--- config.mk ---
export PLATFORM = sky130hd
export DESIGN_NAME = mac_sequencer
export DESIGN_NICKNAME = d
export VERILOG_FILES = /design/src/rtl/mac_sequencer_pkg.sv /design/src/rtl/mac_sequencer_cla32.sv /design/src/rtl/mac_sequencer.sv
export SDC_FILE = /design/constraint.sdc
export NUM_CORES = 1
export LEC_CHECK = 0
export BUFFER_PORTS_ARGS = -buffer_cell sky130_fd_sc_hd__buf_2
export CAP_MARGIN = 20
export CORE_MARGIN = 1.5
export CORE_UTILIZATION = 48
export CTS_CLUSTER_DIAMETER = 80
export DETAILED_ROUTE_END_ITERATION = 7
export PLACE_DENSITY = 0.81
export SLEW_MARGIN = 40
export SYNTH_ARGS = -nofsm -noshare
export SYNTH_HDL_FRONTEND = slang
export SYNTH_SLANG_ARGS = --single-unit
export TNS_END_PERCENT = 5
--- constraint.sdc ---
create_clock -name clk -period 4.41 [get_ports clk]
set_input_delay 0.441 -clock clk [delete_from_list [all_inputs] [get_ports clk]]
set_output_delay 0.441 -clock clk [all_outputs]
set_load 0.02 [all_outputs]
--- src/rtl/mac_sequencer_pkg.sv ---
// Shared definitions for the MAC sequencer slice.
// Contents:
//   state_t     - sequencer FSM encodings (3-bit)
//   mode_t      - operation selected by the start pulse (multiply or add)
//   MAX_RESULTS - result RAM depth; an operation stops once this many results are written
package mac_sequencer_pkg;

   typedef enum logic [2:0] {
      ST_IDLE     = 3'd0,
      ST_POP      = 3'd1,
      ST_LOAD     = 3'd2,
      ST_MUL_WAIT = 3'd3,
      ST_WRITE    = 3'd4,
      ST_DONE     = 3'd5
   } state_t;

   typedef enum logic {
      MODE_MUL = 1'b0,
      MODE_ADD = 1'b1
   } mode_t;

   localparam int MAX_RESULTS = 8;

endpackage

--- src/rtl/mac_sequencer_cla32.sv ---
// cla32: carry-lookahead adder used by the sequencer's ADD path.
// The adder is built from 4-bit groups. Each group forms a group generate and a
// group propagate, and the carry into the next group comes from those two terms.
// Ports:
//   a, b  in   WIDTH  addends
//   cin   in   1      carry in
//   sum   out  WIDTH  a + b + cin, truncated to WIDTH bits
//   cout  out  1      carry out of the top bit
module cla32 #(
   parameter int WIDTH = 32
) (
   input  logic [WIDTH-1:0] a,
   input  logic [WIDTH-1:0] b,
   input  logic             cin,
   output logic [WIDTH-1:0] sum,
   output logic             cout
);

   localparam int GROUPS = WIDTH / 4;

   logic [WIDTH-1:0] g;
   logic [WIDTH-1:0] p;

   assign g = a & b;
   assign p = a ^ b;

   // Bit carries inside each group ripple from the group's carry-in.
   // The carry leaving the group is produced from the lookahead terms instead.
   always_comb begin : carry_blk
      logic [WIDTH:0] c;
      logic           grp_g;
      logic           grp_p;
      c     = '0;
      grp_g = 1'b0;
      grp_p = 1'b0;
      c[0]  = cin;
      for (int k = 0; k < GROUPS; k++) begin
         grp_g = g[4*k+3]
               | (p[4*k+3] & g[4*k+2])
               | (p[4*k+3] & p[4*k+2] & g[4*k+1])
               | (p[4*k+3] & p[4*k+2] & p[4*k+1] & g[4*k]);
         grp_p = p[4*k+3] & p[4*k+2] & p[4*k+1] & p[4*k];
         for (int j = 0; j < 3; j++) begin
            c[4*k+j+1] = g[4*k+j] | (p[4*k+j] & c[4*k+j]);
         end
         c[4*k+4] = grp_g | (grp_p & c[4*k]);
      end
      sum  = p ^ c[WIDTH-1:0];
      cout = c[WIDTH];
   end

endmodule

--- src/rtl/mac_sequencer.sv ---
// mac_sequencer: pops operand pairs from the two operand FIFOs, then either
// multiplies them (using the external multi-cycle multiplier) or adds them.
// Each result is written to the result RAM. When the operation ends, the block
// holds adder_op_done high until it is cleared or restarted.
// Ports:
//   clk, reset_n                       clock, asynchronous active-low reset
//   multi_op_start / adder_op_start    1-cycle start pulses (multiply wins if both arrive together)
//   op_clear                           abort; the FSM returns to IDLE on the next edge
//   fifo_data_count0/1                 occupancy of FIFO B / FIFO A
//   multiplicand_re / multiplier_re    FIFO pops; read data arrives one cycle later
//   mul_start, mul_a, mul_b            multiplier launch and its held operands
//   mul_done, mul_result               multiplier completion pulse and product
//   res_we, res_waddr, res_wdata       result RAM write port
//   res_count                          number of results written in the current operation
//   adder_op_done, busy                status
module mac_sequencer
   import mac_sequencer_pkg::*;
#(
   parameter int DATA_W = 32,
   parameter int ADDR_W = 3,
   parameter int CNT_W  = 4
) (
   input  logic                clk,
   input  logic                reset_n,
   input  logic                multi_op_start,
   input  logic                adder_op_start,
   input  logic                op_clear,
   input  logic [CNT_W-1:0]    fifo_data_count0,
   input  logic [CNT_W-1:0]    fifo_data_count1,
   output logic                multiplicand_re,
   output logic                multiplier_re,
   input  logic [DATA_W-1:0]   multiplicand_q,
   input  logic [DATA_W-1:0]   multiplier_q,
   output logic                mul_start,
   output logic [DATA_W-1:0]   mul_a,
   output logic [DATA_W-1:0]   mul_b,
   input  logic                mul_done,
   input  logic [2*DATA_W-1:0] mul_result,
   output logic                res_we,
   output logic [ADDR_W-1:0]   res_waddr,
   output logic [DATA_W-1:0]   res_wdata,
   output logic [CNT_W-1:0]    res_count,
   output logic                adder_op_done,
   output logic                busy
);

   state_t             state_q, state_d;
   mode_t              mode_q, mode_d;
   logic [ADDR_W-1:0]  wptr_q, wptr_d;
   logic [CNT_W-1:0]   res_count_q, res_count_d;
   logic [DATA_W-1:0]  a_q, a_d;
   logic [DATA_W-1:0]  b_q, b_d;
   logic [DATA_W-1:0]  prod_q, prod_d;
   logic               re_q, re_d;
   logic               mul_start_q, mul_start_d;
   logic [DATA_W-1:0]  sum;
   logic               unused_cout;
   logic               unused_prod_hi;

   cla32 #(.WIDTH(DATA_W)) u_add (
      .a    (a_q),
      .b    (b_q),
      .cin  (1'b0),
      .sum  (sum),
      .cout (unused_cout)
   );

   // Only the low half of the product goes to the result RAM.
   assign unused_prod_hi = ^mul_result[2*DATA_W-1:DATA_W];

   // Next-state logic. op_clear overrides everything. Start pulses are accepted
   // only in IDLE or DONE, so a pulse that arrives while busy has no effect.
   always_comb begin
      state_d     = state_q;
      mode_d      = mode_q;
      wptr_d      = wptr_q;
      res_count_d = res_count_q;
      a_d         = a_q;
      b_d         = b_q;
      prod_d      = prod_q;
      mul_start_d = 1'b0;
      if (op_clear) begin
         state_d = ST_IDLE;
      end else begin
         case (state_q)
            ST_IDLE, ST_DONE: begin
               if (multi_op_start) begin
                  mode_d      = MODE_MUL;
                  state_d     = ST_POP;
                  wptr_d      = '0;
                  res_count_d = '0;
               end else if (adder_op_start) begin
                  mode_d      = MODE_ADD;
                  state_d     = ST_POP;
                  wptr_d      = '0;
                  res_count_d = '0;
               end
            end
            ST_POP: begin
               // re_q holds the pop decision made on the edge into POP.
               state_d = re_q ? ST_LOAD : ST_DONE;
            end
            ST_LOAD: begin
               a_d = multiplicand_q;
               b_d = multiplier_q;
               if (mode_q == MODE_MUL) begin
                  mul_start_d = 1'b1;
                  state_d     = ST_MUL_WAIT;
               end else begin
                  state_d = ST_WRITE;
               end
            end
            ST_MUL_WAIT: begin
               if (mul_done) begin
                  prod_d  = mul_result[DATA_W-1:0];
                  state_d = ST_WRITE;
               end
            end
            ST_WRITE: begin
               wptr_d      = wptr_q + ADDR_W'(1);
               res_count_d = res_count_q + CNT_W'(1);
               state_d     = ST_POP;
            end
            default: state_d = ST_IDLE;
         endcase
      end
      // The pop decision is registered, so the read enables stay pure flop outputs.
      // It is decided on the edge that enters POP, using the counts and the updated
      // result count seen at that edge.
      re_d = (state_d == ST_POP)
           && (fifo_data_count0 != '0)
           && (fifo_data_count1 != '0)
           && (res_count_d < CNT_W'(MAX_RESULTS));
   end

   // State, counter and operand registers.
   always_ff @(posedge clk or negedge reset_n) begin
      if (!reset_n) begin
         state_q     <= ST_IDLE;
         mode_q      <= MODE_MUL;
         wptr_q      <= '0;
         res_count_q <= '0;
         a_q         <= '0;
         b_q         <= '0;
         prod_q      <= '0;
         re_q        <= 1'b0;
         mul_start_q <= 1'b0;
      end else begin
         state_q     <= state_d;
         mode_q      <= mode_d;
         wptr_q      <= wptr_d;
         res_count_q <= res_count_d;
         a_q         <= a_d;
         b_q         <= b_d;
         prod_q      <= prod_d;
         re_q        <= re_d;
         mul_start_q <= mul_start_d;
      end
   end

   assign multiplicand_re = re_q;
   assign multiplier_re   = re_q;
   assign mul_start       = mul_start_q;
   assign mul_a           = a_q;
   assign mul_b           = b_q;
   assign res_we          = (state_q == ST_WRITE);
   assign res_waddr       = wptr_q;
   assign res_wdata       = (mode_q == MODE_ADD) ? sum : prod_q;
   assign res_count       = res_count_q;
   assign adder_op_done   = (state_q == ST_DONE);
   assign busy            = (state_q != ST_IDLE) && (state_q != ST_DONE);

endmodule
==> After elaboration in Yosys (flattened, before gate mapping) <==
Index checks and enable logic that the tools add are counted.
{ "word_totals": {"reg_bits": 109} }
{ "op_classes": {"add_sub_neg": 2, "order_cmp": 1, "eq_ne": 8, "muxes": 20, "bitwise": 124, "reduce_logical": 15} }
{ "op_table": {"columns": ["cell", "count"], "rows": [
  ["$and A1 B1 Y1", 70],
  ["$xor A32 B32 Y32", 2],
  ["$or A1 B1 Y1", 50],
  ["$mux W32", 1],
  ["$and A31 B31 Y31", 1],
  ["$mux W3", 8],
  ["$pmux W3 S5", 1],
  ["$mux W4", 3],
  ["$reduce_and A3 Y1", 3],
  ["$pmux W4 S2", 1],
  ["$reduce_bool A4 Y1", 2],
  ["$eq A3 B1 Y1 const B", 2],
  ["$eq A3 B2 Y1 const B", 2],
  ["$eq A3 B3 Y1 const B", 2],
  ["$ne A3 B3 Y1 const B", 2],
  ["$pmux W3 S2", 1],
  ["$mux W1", 5],
  ["$add A4 B1 Y4 const B", 1],
  ["$logic_and A1 B1 Y1", 4],
  ["$lt A4 B4 Y1 const B", 1],
  ["$reduce_bool A2 Y1", 2],
  ["$add A3 B1 Y3 const B", 1],
  ["$logic_not A3 Y1", 1],
  ["$reduce_bool A3 Y1", 1],
  ["3 further kinds", 3]
]} }

==> Depth between registers and ports, before layout <==
Gate-level depths: netlist of run 1.
{ "depth": {"word_depth": 25, "mapped_depth": 12, "depth_no_buf": 12} }

==> Cells and area by module <==
From an unflattened synthesis of run 1, not the netlist that was laid out.
{ "hier_totals": {"hier_cells": 470, "hier_area_um2": 6175.9} }
{ "by_module_without_submodules": {"columns": ["module", "instances", "cells_each", "area_each_um2", "seq_area_each_um2"], "rows": [
  ["mac_sequencer", 1, 326, 4778.3, 2727.6],
  ["cla32", 1, 144, 1397.6, 0.0]
]} }

==> Worst setup path before layout of run 1 <==
Ideal clock, no wire load.
{ "synth_timing": {"kind": "register -> output", "from": "register a_q[3] (netlist: mul_a[3])", "to": "output res_wdata[19]", "arrival_ns": 3.388, "t_required_ns": 3.969, "path_slack_ns": 0.581, "path_stages_with_launch": 12, "n_path_buf": 0, "path_cell_list": "dfrtp_1 ha_1 a21oi_1 o21ai_0 a221oi_1 o21ai_0 a21o_1 fa_1 fa_1 fa_1 xnor2_1 a21oi_1"} }
{ "synth_via": {"elab_chain_len": 19, "elab_cells_between_ends": 24} }
{ "synth_lines": {"columns": ["element", "line", "rtl"], "rows": [
  ["start: declaration", "mac_sequencer.sv:51", "logic [DATA_W-1:0] a_q, a_d;"],
  ["start signal: assignment", "mac_sequencer.sv:143", "a_q <= '0;"],
  ["start signal: assignment", "mac_sequencer.sv:153", "a_q <= a_d;"],
  ["$xor A32 B32 Y32", "mac_sequencer_cla32.sv:25", "assign p = a ^ b;"],
  ["$and A1 B1 Y1, on equally long branches", "mac_sequencer_cla32.sv:39, mac_sequencer_cla32.sv:40, mac_sequencer_cla32.sv:41", null],
  ["$or A1 B1 Y1 (tied with other cells)", "mac_sequencer_cla32.sv:39", "| (p[4*k+3] & g[4*k+2])"],
  ["$or A1 B1 Y1 / $and A1 B1 Y1 (equally long branches)", "mac_sequencer_cla32.sv:40, mac_sequencer_cla32.sv:41", null],
  ["$or A1 B1 Y1 *", "mac_sequencer_cla32.sv:41", "| (p[4*k+3] & p[4*k+2] & p[4*k+1] & g[4*k]);"],
  ["$and A1 B1 Y1 *", "mac_sequencer_cla32.sv:46", "c[4*k+4] = grp_g | (grp_p & c[4*k]);"],
  ["$or A1 B1 Y1 *", "mac_sequencer_cla32.sv:46", null],
  ["$and A1 B1 Y1 *", "mac_sequencer_cla32.sv:46", null],
  ["[3 not listed]", null, null],
  ["$and A1 B1 Y1 *", "mac_sequencer_cla32.sv:44", "c[4*k+j+1] = g[4*k+j] | (p[4*k+j] & c[4*k+j]);"],
  ["$or A1 B1 Y1 *", "mac_sequencer_cla32.sv:44", null],
  ["$and A1 B1 Y1 *", "mac_sequencer_cla32.sv:44", null],
  ["$or A1 B1 Y1 *", "mac_sequencer_cla32.sv:44", null],
  ["$and A1 B1 Y1 *", "mac_sequencer_cla32.sv:44", null],
  ["$or A1 B1 Y1 *", "mac_sequencer_cla32.sv:44", null],
  ["$xor A32 B32 Y32 *", "mac_sequencer_cla32.sv:48", "sum = p ^ c[WIDTH-1:0];"],
  ["$mux W32 *", "mac_sequencer.sv:168", "assign res_wdata = (mode_q == MODE_ADD) ? sum : prod_q;"],
  ["end: declaration", "mac_sequencer.sv:41", "output logic [DATA_W-1:0] res_wdata,"]
]} }
Mark *: on every way between the ends. The rest lies on a longest branch, timed or not.

==> Final worst setup path of run 1 <==
{ "layout_timing": {"from": "register a_q[17] (netlist: mul_a[17])", "to": "output res_wdata[31]"} }
{ "layout_via": {"elab_chain_len": 17, "elab_cells_between_ends": 22} }
{ "layout_lines": {"columns": ["element", "line", "rtl"], "rows": [
  ["$and A31 B31 Y31 / $xor A32 B32 Y32 (equally long branches)", "mac_sequencer_cla32.sv:24, mac_sequencer_cla32.sv:25", null],
  ["$and A1 B1 Y1, on equally long branches", "mac_sequencer_cla32.sv:40, mac_sequencer_cla32.sv:41, mac_sequencer_cla32.sv:42", null],
  ["$or A1 B1 Y1 (tied with other cells)", "mac_sequencer_cla32.sv:40", "| (p[4*k+3] & p[4*k+2] & g[4*k+1])"],
  ["$or A1 B1 Y1 / $and A1 B1 Y1 (equally long branches)", "mac_sequencer_cla32.sv:41, mac_sequencer_cla32.sv:46", null],
  ["$or A1 B1 Y1 *", "mac_sequencer_cla32.sv:46", null],
  ["$and A1 B1 Y1 *", "mac_sequencer_cla32.sv:46", null],
  ["$or A1 B1 Y1 *", "mac_sequencer_cla32.sv:46", null],
  ["$and A1 B1 Y1 *", "mac_sequencer_cla32.sv:46", null],
  ["$or A1 B1 Y1 *", "mac_sequencer_cla32.sv:46", null],
  ["$and A1 B1 Y1 *", "mac_sequencer_cla32.sv:44", null],
  ["$or A1 B1 Y1 *", "mac_sequencer_cla32.sv:44", null],
  ["$and A1 B1 Y1 *", "mac_sequencer_cla32.sv:44", null],
  ["$or A1 B1 Y1 *", "mac_sequencer_cla32.sv:44", null],
  ["$and A1 B1 Y1 *", "mac_sequencer_cla32.sv:44", null],
  ["$or A1 B1 Y1 *", "mac_sequencer_cla32.sv:44", null],
  ["$xor A32 B32 Y32 *", "mac_sequencer_cla32.sv:48", null],
  ["$mux W32 *", "mac_sequencer.sv:168", null]
]} }
Marks and branches as above.

==> results.ini, run 1 <==
[pwr]
switching_share = 0.451
vdd_drop_max_uv = 499
pwr-share-comb = 0.579
netSwitchingPower_mw = 2.88
seqPwrFrac = 0.295
p_int_mw = 3.51
power_leakage_nw = 3.85
power_mw = 6.38
p_clk_frac = 0.126
power-per-cell-area_mw_per_mm2 = 853

[timing]
finalSetupTns_ns = 0
hold_viol_final = 0
max_slew_margin = 0.533
finalCritPeriodShare = 0.977
slew_viol_final = 0
skew_ns = 0.00441
fmax_mhz = 232
tightest_slew_ns = 0.701
rsz0062_at_grt = yes
postLayoutSetupSlackWorst_ns = 0.0999
finalSetupViolCount = 0
min_period_ns = 4.31

[clock_tree]
ctsLongestPathBuffers = 2
htree_num_levels = 3
cts_tree = built
cts_hold_buf = 0
root_buffer = clkbuf_16
cts_sinks = 109
insertion_delay_ns = 0.34
clkTransAtPathRegs_ns = 0.07
cts-buffers-inserted = 9

[worst_setup_path]
path_max_fanout = 4
cp.arrival_ns = 3.87
r2r_setup_slack_ns = 2.18
critPathMaxStageDelay_ns = 0.44
crit_slowest_cell = dfrtp_2
path_cells = ha_1 > a21oi_2 > o211ai_1 > nor4b_1 > o21ai_0 > nand2_1 > o31ai_1 > fa_1 > fa_2 > fa_1 > xnor2_1 > mux2_2 > buf_2
cp.required_ns = 3.97
critical_path_class = flop to primary output
end_kind = primary output
cp_common_cell = fa_1
startpoint_type = flop

[floorplan]
core_area_mm2 = 0.0120
initial_core_util = 0.489
die_w_um = 113
rows = 40
die_h_um = 113
ios = 251
die_area_mm2 = 0.0128

[synth]
ys_seq_elements = 109
netlist_area_mm2 = 0.00584
synth_nets = 646
synthFlopType = dfrtp_1
seq_area_frac_synth = 0.467
syn_inst = 451
ys_types = 51
async_flop_share = 1.00
syn_area_per_cell_um2 = 13.0
synth_edf_count = 0
yosys_warnings = 0

[drt]
via_per_inst = 5.25
routed-via-count = 4327
ant_nets = 0
wl_mm = 13.9
drc = 0
first_iter_violations = 146
first_pass_iters = 4
wl_per_cell_um = 16.9

[cells_and_area]
syn_to_final_growth_pct = 28.0
diodes = 0
final_layout_size_suffix_gt1_frac = 0.569
final_common_cell = buf_2
fin_area_mm2 = 0.00748
mostFrequentLayoutCells = buf_2, mux2_2, dfrtp_1
nets = 867

[place]
gp_congestion = 0.818
io_buffers = 218
preCtsSetupSlack_ns = 0.280
place_area_mm2 = 0.00707
dp_hpwl_mm = 10.6

[grt]
grt_remaining_overflow = 0
grt_usage = 0.221
grt_antenna_before_repair = 0
grt_pass1_wl_mm = 22.0
grt_pass1_vias = 4462
grt_max_degree = 76

[status]
status = completed

[run]
drv_cap = 0

[worst_hold_path]
min_path_type = input port to async pin

[metal layers]
metal	global-route usage	wire length, um
met5	0	0
met4	0.0742	208
met3	0.0466	796
met2	0.388	7180
met1	0.271	5730
[kinds of logic (layout without fill, tap and decap cells)]
group	Yosys count	count (layout)	synth area share
buffers and inverters	38	264	0.0304
adder cells (fa/ha/maj)	54	54	0.145
AND/OR/NAND/NOR	66	66	0.0578
multiplexers	116	116	0.223
AO/OA/AOI/OAI	56	56	0.0593
XOR/XNOR	12	12	0.0180
flip-flops	109	109	0.467
[state kept, by name, summed over array words and instances (netlist names)]
name	count
mul_a	32
multiplicand_re	1
prod_q	32
mode_q	1
res_count	4
state_q	3
mul_b	32
res_waddr	3
mul_start	1
[repair_timing]
item	4_1_cts	5_1_grt
setup endpoints to repair	2	8
pin swaps	2	2
gates resized for setup	2	14
buffers inserted	1	4
gates cloned	0	0
[per-stage QoR]
stage	hold WS [ns]	instances	util
global route	0.157	824	0.626
global placement	0.485	802	0.591
detailed placement	0.492	802	0.591
finish	0.0906	824	0.626
floorplan	0.145	451	-
CTS	0.140	819	0.617
[final timing paths]
path,startpoint,to,cells after the start
setup / recovery,mul_a[17],res_wdata[31],13
max in group asynchronous,reset_n,mul_b[5],2
hold / removal,reset_n,res_count[1],1
min in group clk,multi_op_start,mode_q,2
hold reg to reg,prod_q[11],prod_q[11],1
setup reg to reg,mode_q,multiplicand_re,6
[synth_stat cells (all sizes together), types with 2 or more instances]
cell    instances  area, um2
o31ai           2       20.0
and2            2       12.5
nand3           2       10.0
mux2          113       1270
dfrtp         109       2730
nor4            3       18.8
mux2i           3       30.0
fa             23        460
clkbuf          4       15.0
nand4           3       18.8
xnor2          10       87.6
a21oi          21        113
xor2            2       17.5
a22o            2       20.0
nor2b           2       12.5
nor3            5       35.0
inv            19       73.8
nor4b           2       23.8
o21ai          18       93.8
nand2          24       90.1
buf            15       88.8
or3             2       17.5
nor2           15       56.3
ha             30        375
a21o            5       37.5
[cell type report]
class	count	area, um2
inverters	19	73.8
multi-input cells	304	3010
well taps	147	184
repair buffers	229	1190
flip-flops and latches	109	2740
clock inverters	5	50.0
fillers	931	4480
clock buffers	11	243
[power by group through the flow]
stage	Clock, mW	Sequential (mW)	Combinational [mW]
global placement	0	1.85	3.49
finish	0.805	1.88	3.70
global route	0.868	1.96	4.01
CTS	0.823	1.87	3.62
floorplan	0	2.10	2.12
detailed placement	0	1.89	3.59
[critical path, delay by kind of cell, from the launching register on]
family,cells,cell delay (ns)
fa+ha+maj,4,1.48
compound gates,4,0.54
xor+xnor,1,0.13
mux,1,0.26
flops,1,0.44
buf+inv,1,0.16
simple gates,2,0.51
Power figures use the tool's default switching activity.
==> inputs of run 2 (changes only) <==
CORE_UTILIZATION = 30   (was 48)
PLACE_DENSITY = not set   (was 0.81)
SLEW_MARGIN = not set   (was 40)
==> run 2 against run 1 <==
Effect of this change:
- die area grew 58%
- cell count grew 14%
- maximum frequency grew 1.6%
- design area grew 2.2%
- non-clock buffer count shrank 1
- hold slack gained 0.035 ns
- total power grew 1.2%
- combinational power is essentially flat
- clock power grew 12%
- global-route usage shrank 7.5 points
==> results.ini, run 2 (same netlist as run 1, synthesis figures left out) <==
[worst_setup_path]
crit_slowest_cell = dfrtp_1
path_max_fanout = 3
critPathMaxStageDelay_ns = 0.41
critical_path_class = flop to primary output
startpoint_type = flop
cp.arrival_ns = 3.80
end_kind = primary output
path_cells = ha_1 > a21oi_2 > nand2_1 > a221oi_2 > buf_4 > o21ai_1 > nand2_2 > buf_4 > o21ai_0 > fa_1 > fa_1 > fa_2 > mux2_2 > buf_2
cp.required_ns = 3.97

[status]
status = completed

[run]
drv_cap = 0

[pwr]
power_leakage_nw = 3.86
vdd_drop_max_uv = 385
power-per-cell-area_mw_per_mm2 = 845

[grt]
grt_antenna_before_repair = 2
grt_usage = 0.145
grt_remaining_overflow = 0
grt_pass1_vias = 4275
grt_pass1_wl_mm = 22.5
grt_max_degree = 55

[cells_and_area]
fin_util = 0.405
n_fill_cell = 1886
syn_to_final_growth_pct = 30.8
nets = 866
finalNonFillerCells = 936
final_layout_size_suffix_gt1_frac = 0.572
multi_input_area_mm2 = 0.00302
regArea_mm2 = 0.00273
final_common_cell = buf_2
mostFrequentLayoutCells = buf_2, mux2_2, dfrtp_1

[timing]
hold_viol_final = 0
fmax_mhz = 236
skew_ns = 0.0107
postLayoutSetupSlackWorst_ns = 0.168
finalSetupViolCount = 0
slew_viol_final = 0
min_period_ns = 4.24
finalCritPeriodShare = 0.962
tightest_slew_ns = 0.956
hold-worst-slack_ns = 0.126
rsz0062_at_grt = no
finalSetupTns_ns = 0
max_slew_margin = 0.360

[worst_hold_path]
min_path_type = input port to async pin

[place]
preCtsSetupSlack_ns = 0.140
dp.cells = 916
dp_hpwl_mm = 10.9
gp_congestion = 0.731
io_buffers = 218

[drt]
wl_per_cell_um = 15.4
first_pass_iters = 4
wl_mm = 14.4
first_iter_violations = 71
routed-via-count = 4262
via_per_inst = 4.55
drc = 0
ant_nets = 0

[clock_tree]
insertion_delay_ns = 0.35
ctsLongestPathBuffers = 2
cts_sinks = 109
root_buffer = clkbuf_16
htree_num_levels = 3
cts_tree = built
clkTransAtPathRegs_ns = 0.08
cts-buffers-inserted = 9

[floorplan]
core_area_mm2 = 0.0189
initial_core_util = 0.309
die_h_um = 143
die_w_um = 143
ios = 251
die_area_mm2 = 0.0203
rows = 50

## run 2: stage by stage
step | total power [mW] | cell area [um2]
6_report | 6.46 | 7650
5_1_grt | 6.97 | 7650
4_1_cts | 6.49 | 7590
3_5_place_dp | 5.48 | 7220
3_3_place_gp | 5.45 | 7220
2_1_floorplan | 4.22 | 5840
## run 2: final timing paths
kind | endpoint | depth (start not counted) | startpoint | slack, ns
worst max-delay path | res_wdata[26] | 14 | mul_a[6] | 0.17
worst min-delay path | res_count[0] | 1 | reset_n | 0.13
worst max register to register | prod_q[9] | 4 | state_q[1] | 1.89
worst min register to register | prod_q[13] | 1 | prod_q[13] | 0.51
max in group asynchronous | mul_a[21] | 2 | reset_n | 3.20
min in group clk | mode_q | 2 | multi_op_start | 0.29
## run 2: critical path, delay by kind of cell, from the launching register on
family / cells / cell delay (ns)
adders and majority gates: 4 / 1.55
AOI/OAI and AO/OA: 4 / 0.56
buffers and inverters: 3 / 0.44
DFF: 1 / 0.41
muxes: 1 / 0.28
and+or+nand+nor: 2 / 0.19
## run 2: timing repair
item                                    4_1_cts  5_1_grt
hold buffers                                  0        0
endpoints found under the hold margin         0        0
resized for setup                             9       11
buffers inserted                              3        1
endpoints found under the setup margin        8        8
pin swaps                                     4        1
## run 2: per-layer routing
layer,GRT usage,part of all wire,up-vias
li1,-,-,2038
met1,0.189,0.46,2073
met2,0.231,0.46,132
met3,0.0424,0.066,17
met4,0.0510,0.016,2
met5,0,0.00090,-
## run 2: cell type report
cell class	count	share of cell area
antenna	1	0.000327
tap	260	0.0425
multi-input combinational	304	0.395
clock buffer	10	0.0313
sequential	109	0.357
clock inverter	5	0.0110
timing repair buffer	228	0.153
inverter	19	0.00965
## run 2: where the power goes
part / internal (mW) / switching, mW / leakage (nW)
registers: 1.39 / 0.468 / 1.38
logic: 1.66 / 2.04 / 2.32
clock network: 0.513 / 0.385 / 0.151
total: 3.56 / 2.90 / 3.86
